===== src/rtl/byte_queue.sv =====
// Circular byte FIFO behind the serial-to-byte deserializer: level-held enqueue
// with one-shot ack, edge-triggered dequeue, occupancy and sticky overflow status.
module byte_queue #(
  parameter int DEPTH = 8,
  parameter int WIDTH = 8
) (
  input  logic                       clock_10KHz,
  input  logic                       rst,
  input  logic [WIDTH-1:0]           data_in,
  input  logic                       enqueue_in,
  output logic                       enq_ack_out,
  input  logic                       dequeue_in,
  output logic [WIDTH-1:0]           data_out,
  output logic                       valid_out,
  output logic [$clog2(DEPTH):0]     len_out,
  output logic                       full_out,
  output logic                       empty_out,
  output logic                       overflow_out
);

  localparam int PW = $clog2(DEPTH);
  localparam int LW = PW + 1;

  logic [WIDTH-1:0] mem [DEPTH];
  logic [PW-1:0]    wr_ptr;
  logic [PW-1:0]    rd_ptr;
  logic [LW-1:0]    count;
  logic             arm;
  logic             deq_prev;

  logic             is_full;
  logic             is_empty;
  logic             enq_req;
  logic             deq_fire;
  logic             enq_fire;

  // Handshake: the producer holds enqueue_in high with data_in stable until it
  // sees enq_ack_out; the word is written at the edge before the ack pulse and
  // a new word is only taken after enqueue_in has been low for one edge.
  // A full queue still accepts when a dequeue frees the slot at the same edge.
  always_comb begin
    is_full  = (count == LW'(DEPTH));
    is_empty = (count == '0);
    enq_req  = enqueue_in && arm;
    deq_fire = dequeue_in && !deq_prev && !is_empty;
    enq_fire = enq_req && (!is_full || deq_fire);
  end

  assign len_out   = count;
  assign full_out  = is_full;
  assign empty_out = is_empty;

  always_ff @(posedge clock_10KHz) begin
    if (enq_fire) mem[wr_ptr] <= data_in;
  end

  always_ff @(posedge clock_10KHz) begin
    if (rst) begin
      wr_ptr       <= '0;
      rd_ptr       <= '0;
      count        <= '0;
      arm          <= 1'b1;
      deq_prev     <= 1'b0;
      data_out     <= '0;
      valid_out    <= 1'b0;
      enq_ack_out  <= 1'b0;
      overflow_out <= 1'b0;
    end else begin
      deq_prev    <= dequeue_in;
      enq_ack_out <= enq_fire;
      valid_out   <= deq_fire;

      if (enq_fire) begin
        wr_ptr <= wr_ptr + PW'(1);
        arm    <= 1'b0;
      end else if (!enqueue_in) begin
        arm <= 1'b1;
      end

      if (enq_req && is_full && !deq_fire) overflow_out <= 1'b1;

      if (deq_fire) begin
        data_out <= mem[rd_ptr];
        rd_ptr   <= rd_ptr + PW'(1);
      end

      if (enq_fire && !deq_fire)      count <= count + LW'(1);
      else if (deq_fire && !enq_fire) count <= count - LW'(1);
    end
  end

endmodule


===== config.mk =====
export PLATFORM = sky130hd
export DESIGN_NAME = byte_queue
export DESIGN_NICKNAME = d
export VERILOG_FILES = /design/src/rtl/byte_queue.sv
export SDC_FILE = /design/constraint.sdc
export NUM_CORES = 1
export LEC_CHECK = 0
export BUFFER_PORTS_ARGS = -buffer_cell sky130_fd_sc_hd__buf_2
export CAP_MARGIN = 20
export CORE_ASPECT_RATIO = 2
export CORE_MARGIN = 1
export CORE_UTILIZATION = 63
export DETAILED_ROUTE_END_ITERATION = 10
export PLACE_DENSITY = 0.93
export REMOVE_ABC_BUFFERS = 1
export SLEW_MARGIN = 20
export SYNTH_ARGS = -nofsm -noshare
export SYNTH_HDL_FRONTEND = slang
export SYNTH_SLANG_ARGS = --single-unit
export TNS_END_PERCENT = 50

===== constraint.sdc =====
create_clock -name clock_10KHz -period 6.7 [get_ports clock_10KHz]
set_clock_uncertainty 0.1 [all_clocks]
set_input_delay 0 -clock clock_10KHz [delete_from_list [all_inputs] [get_ports clock_10KHz]]
set_output_delay 0 -clock clock_10KHz [all_outputs]
set_load 0.05 [all_outputs]

==> out/results.ini, run 1 <==
[outcome]
outcome = finished clean

[final_layout]
fin_util = 0.752
n_antenna_cell = 0
area.sequential_mm2 = 0.00238
final_cell_mix = 64 x edfxtp_1, 28 x buf_2, 24 x nor2_1
syn_to_final_growth_pct = 13.6
final_layout_size_suffix_gt1_frac = 0.279
multi_input_area_um2 = 966
fillers = 335
fin_nets = 271
final_common_cell = edfxtp_1

[clocking]
path_clk_slew_ns = 0.08
cts_tree = yes
h-tree-depth = 3
numCtsBuffers = 9
clk_latency_ns = 0.35
clock_path_buffers = 2
cts_root_buffer = clkbuf_8
clkSinkCount = 87

[die]
core_mm2 = 0.00518
dieHeight_um = 106
start_util = 0.662
die-area_mm2 = 0.00577
die_w_um = 54.2
row_count = 37
io-pin-count = 29

[timing]
fmax_mhz = 309
report.final.slew_viol_count = 0
rsz0062_at_grt = false
finalSetupViolCount = 0
finalHoldViolCount = 0
timing.setup.tns_ns = 0
period_needed_ns = 3.24
slew_headroom = 0.431
hold_slack_ns = 0.319
tightestPinTransition_ns = 0.851
period_share = 0.483

[detailed_routing]
remaining_drc_errors = 0
vias_per_cell = 5.90
via_count = 1864
wl_per_cell_um = 18.3
first_pass_iters = 4
postRouteAntennaNets = 0
drt_iter0_markers = 49
routed_wl_um = 5780

[global_route]
grt_max_degree = 25
grt_usage = 0.240
grt_pass1_vias = 1904
antenna_found_initial = 0
grt_overflow = 0
grt_first_pass_wirelength_um = 9110

[synthesis]
synth-compound-area-share = 0.0270
avgSynthCellArea_um2 = 16.6
synth_top_family_by_area = multiplexers
syn_area_mm2 = 0.00343
synthFlopType = edfxtp_1
muxShareOfSynthArea = 0.114
synth_xor_area_frac = 0.0153
yosys_warnings = 0
ys_types = 38
synthAdderAreaFrac = 0.0241
synth_edf_count = 64
ys_seq_elements = 87
synth.yosys.seq_area_share = 0.694
synth-simple-area-share = 0.0984
synthCells = 207
synthArstFlopShare = 0

[place]
portBuffers = 28
finalWeightedCongestion = 0.697
dpl.hpwl_um = 3970

[job]
cap_violations = 0

[critical_path]
arrival_ns = 3.38
cp_max_fo = 11
crit_path_start_kind = flop
crit_type = flop to flop
endpoint_kind = flop
worstPathRequired_ns = 6.84

[power]
ir_worst_vdd_v = 0.000295
p_leak_nw = 1.36
power_density_mw_per_mm2 = 359

[min_path]
hp-class = input port to flop

through the flow:
step	setup WS, ns	cell area [µm²]	total power, mW	std cells
after floorplan	3.17	3370	1.01	197
after global placement	3.62	3620	1.10	288
after detailed placement	3.47	3620	1.11	288
after CTS	3.47	3890	1.41	316
after global routing	3.16	3900	1.48	316
final	3.46	3900	1.40	316
synth_stat cells, types with 2 or more instances:
library cell  number  area share
nand3_1            2      0.0029
o22ai_1            8       0.015
inv_1              4      0.0044
a31oi_1            2      0.0036
ha_1               5       0.018
nand2_1            5      0.0055
clkbuf_1           4      0.0044
nand3_2            2      0.0058
nor2b_1            3      0.0055
buf_6              3      0.0098
mux4_2            16        0.10
dfxtp_1           23        0.13
nor3b_2            2      0.0073
a211oi_1           2      0.0044
xnor2_1            5       0.013
nor3_1            10       0.015
edfxtp_1          64        0.56
a21oi_1            3      0.0044
mux2i_1            2      0.0058
nor2_1            24       0.026
area by class of cell:
class	count	share of cell area
timing repair buffer	45	0.0763
tap	58	0.0186
clock inverter	2	0.00321
clock buffer	14	0.0366
sequential	87	0.611
inverter	6	0.00706
multi-input combinational	104	0.248
sequential cells by signal (all words and copies together) (netlist names):
name,cells
mem,64
rd_ptr,3
data_out,8
wr_ptr,3
enq_ack_out,1
len_out,4
valid_out,1
overflow_out,1
arm,1
deq_prev,1
kinds of logic after synthesis:
family,Yosys count
buf+inv,16
mux,19
simple gates,58
fa+ha+maj,6
xor+xnor,6
compound gates,15
flops,87
worst paths after layout:
check                                          startpoint                        end  slack (ns)  depth (start not counted)
worst max-delay path              len_out[0]$_SDFFE_PP0P_    len_out[3]$_SDFFE_PP0P_        3.46                         11
worst min-delay path                           enqueue_in           arm$_SDFFE_PP1P_        0.32                          3
worst max register to register    len_out[0]$_SDFFE_PP0P_    len_out[3]$_SDFFE_PP0P_        3.46                         11
worst min register to register  overflow_out$_SDFFE_PP0P_  overflow_out$_SDFFE_PP0P_        0.38                          2
per-layer routing:
metal  vias up  GRT usage  wire length (µm)
met5         -          0                 0
met2        44      0.389              3220
li1        879          -                 -
met4         0      0.159               144
met1       929      0.263              2230
met3        12     0.0587               190
power breakdown:
group          switching [mW]  total (mW)  internal [mW]
clock                   0.161       0.296          0.135
sequential             0.0423       0.669          0.626
combinational           0.273       0.437          0.164
critical path: stages, from the launching register on:
cell and delay (ns):
dfxtp_1 0.51, or4_4 0.23, inv_2 0.04, nor2_1 0.58
inv_1 0.19, ha_1 0.24, inv_1 0.13, ha_1 0.29
a21oi_1 0.21, a211oi_1 0.10, a31oi_1 0.18, mux2_2 0.35
repair_timing:
item	CTS	global route
endpoints found under the hold margin	78	0
resized for setup	0	0
buffers inserted	0	0
setup endpoints to repair	0	0
hold buffers	12	0
Power figures use the tool's default switching activity.
==> run 2, diff against run 1 <==
Settings changed: CORE_UTILIZATION 63 to 58, PLACE_DENSITY 0.93 to 0.88.
Clock period 6.7 ns to 3.2 ns, I/O delays scaled along.
==> run 2 against run 1 <==
Compared with the run above:
- sequential share of layout area is 2.6 points lower
- non-clock buffer count rose by 4
- wire length rose by 8.4%
- register-to-register slack worse by 3.3 ns
- critical path type unchanged
==> out/results.ini, run 2 (synthesis results as in run 1) <==
[outcome]
outcome = finished clean

[timing]
hold_slack_ns = 0.349
slew_headroom = 0.444
fmax_mhz = 333
period_share = 0.939
setup_slack_ns = 0.194
period_needed_ns = 3.01
finalSetupViolCount = 0
tightestPinTransition_ns = 0.832
rsz0062_at_grt = false
report.final.slew_viol_count = 0
finalHoldViolCount = 0

[power]
switching_share = 0.314
finalPower_mw = 3.36
clock_power_share = 0.307
p_leak_nw = 1.45
power_density_mw_per_mm2 = 825
combinationalPowerShare = 0.276
ir_worst_vdd_v = 0.000964
internal_power_mw = 2.31
p_sw_mw = 1.05
p_seq_frac = 0.417

[final_layout]
top_register = mem
fillers = 358
multi_input_area_um2 = 963
syn_to_final_growth_pct = 18.7
final_cell_mix = 64 x edfxtp_1, 28 x buf_2, 24 x nor2_1
fin_nets = 275
final_common_cell = edfxtp_1
final_layout_size_suffix_gt1_frac = 0.305
largest_reg_flops = 64
n_antenna_cell = 0
area.sequential_mm2 = 0.00238

[die]
core_mm2 = 0.00571
row_count = 39
dieHeight_um = 111
start_util = 0.601
die_w_um = 56.4
die-area_mm2 = 0.00625
io-pin-count = 29

[place]
finalWeightedCongestion = 0.775
dpl_worst_slack_ns = 0.200
dpl.hpwl_um = 4000
portBuffers = 28

[clocking]
clk_latency_ns = 0.33
h-tree-depth = 3
path_clk_slew_ns = 0.06
cts_root_buffer = clkbuf_16
numCtsBuffers = 9
cts_setup_buffers = 0
hold_buffers = 11
cts_resized = 0
clkSinkCount = 87
cts_tree = yes
clock_path_buffers = 2

[global_route]
grt_max_degree = 25
grt_first_pass_wirelength_um = 10300
grt_pass1_vias = 2016
grt_usage = 0.232
grt_overflow = 0
antenna_found_initial = 0

[detailed_routing]
via_count = 1911
postRouteAntennaNets = 0
routed_wl_um = 6270
first_pass_iters = 4
remaining_drc_errors = 0
vias_per_cell = 5.92
wl_per_cell_um = 19.4
drt_iter0_markers = 126

[critical_path]
crit_type = flop to flop
worstPathRequired_ns = 3.32
arrival_ns = 3.13
cp_max_fo = 6
endpoint_kind = flop
crit_path_start_kind = flop

[min_path]
hp-class = input port to flop

[job]
cap_violations = 0

## run 2: metal layers
| metal | global-route usage | up-vias | part of all wire |
|---|---|---|---|
| met5 | 0 | - | 0 |
| met4 | 0.106 | 0 | 0.021 |
| met3 | 0.0560 | 13 | 0.032 |
| met2 | 0.386 | 46 | 0.55 |
| met1 | 0.283 | 958 | 0.39 |
| li1 | - | 894 | - |
## run 2: power groups by stage
stage / logic (mW) / clock network [mW] / registers (mW)
4_1_cts: 0.936 / 1.05 / 1.40
3_3_place_gp: 0.896 / 0 / 1.42
5_1_grt: 1.00 / 1.09 / 1.42
3_5_place_dp: 0.920 / 0 / 1.42
6_report: 0.928 / 1.03 / 1.40
2_1_floorplan: 0.475 / 0 / 1.64
## run 2: cell type report
| type | count | area share |
|---|---|---|
| Multi-Input combinational cell | 104 | 0.236 |
| Tap cell | 61 | 0.0187 |
| Timing Repair Buffer | 49 | 0.0798 |
| Clock inverter | 3 | 0.0101 |
| Sequential cell | 87 | 0.584 |
| Clock buffer | 13 | 0.0638 |
| Inverter | 6 | 0.00675 |
## run 2: path summary, 6_finish.rpt
kind                            slack (ns)                         to  cells after the start                 startpoint
worst max-delay path                  0.19    len_out[3]$_SDFFE_PP0P_                     11    len_out[1]$_SDFFE_PP0P_
worst min-delay path                  0.35           arm$_SDFFE_PP1P_                      3                 enqueue_in
worst max register to register        0.19    len_out[3]$_SDFFE_PP0P_                     11    len_out[1]$_SDFFE_PP0P_
worst min register to register        0.37  overflow_out$_SDFFE_PP0P_                      2  overflow_out$_SDFFE_PP0P_
## run 2: worst max-delay path, cell delays in order, from the launching register on
cell,delay [ns]
dfxtp_1,0.39
nor4b_4,0.35
and2_4,0.19
or2_1,0.30
inv_6,0.08
ha_1,0.22
inv_1,0.13
ha_1,0.29
a21oi_1,0.23
a211oi_1,0.11
a31oi_1,0.17
mux2_2,0.35
## run 2: metrics by stage
step / utilization / cell area (µm²) / setup TNS [ns] / cells
floorplan: - / 3370 / -0.331 / 197
global placement: 0.642 / 3660 / 0 / 296
detailed placement: 0.642 / 3660 / 0 / 296
CTS: 0.714 / 4080 / 0 / 323
global route: 0.714 / 4080 / 0 / 323
finish: 0.714 / 4080 / 0 / 323
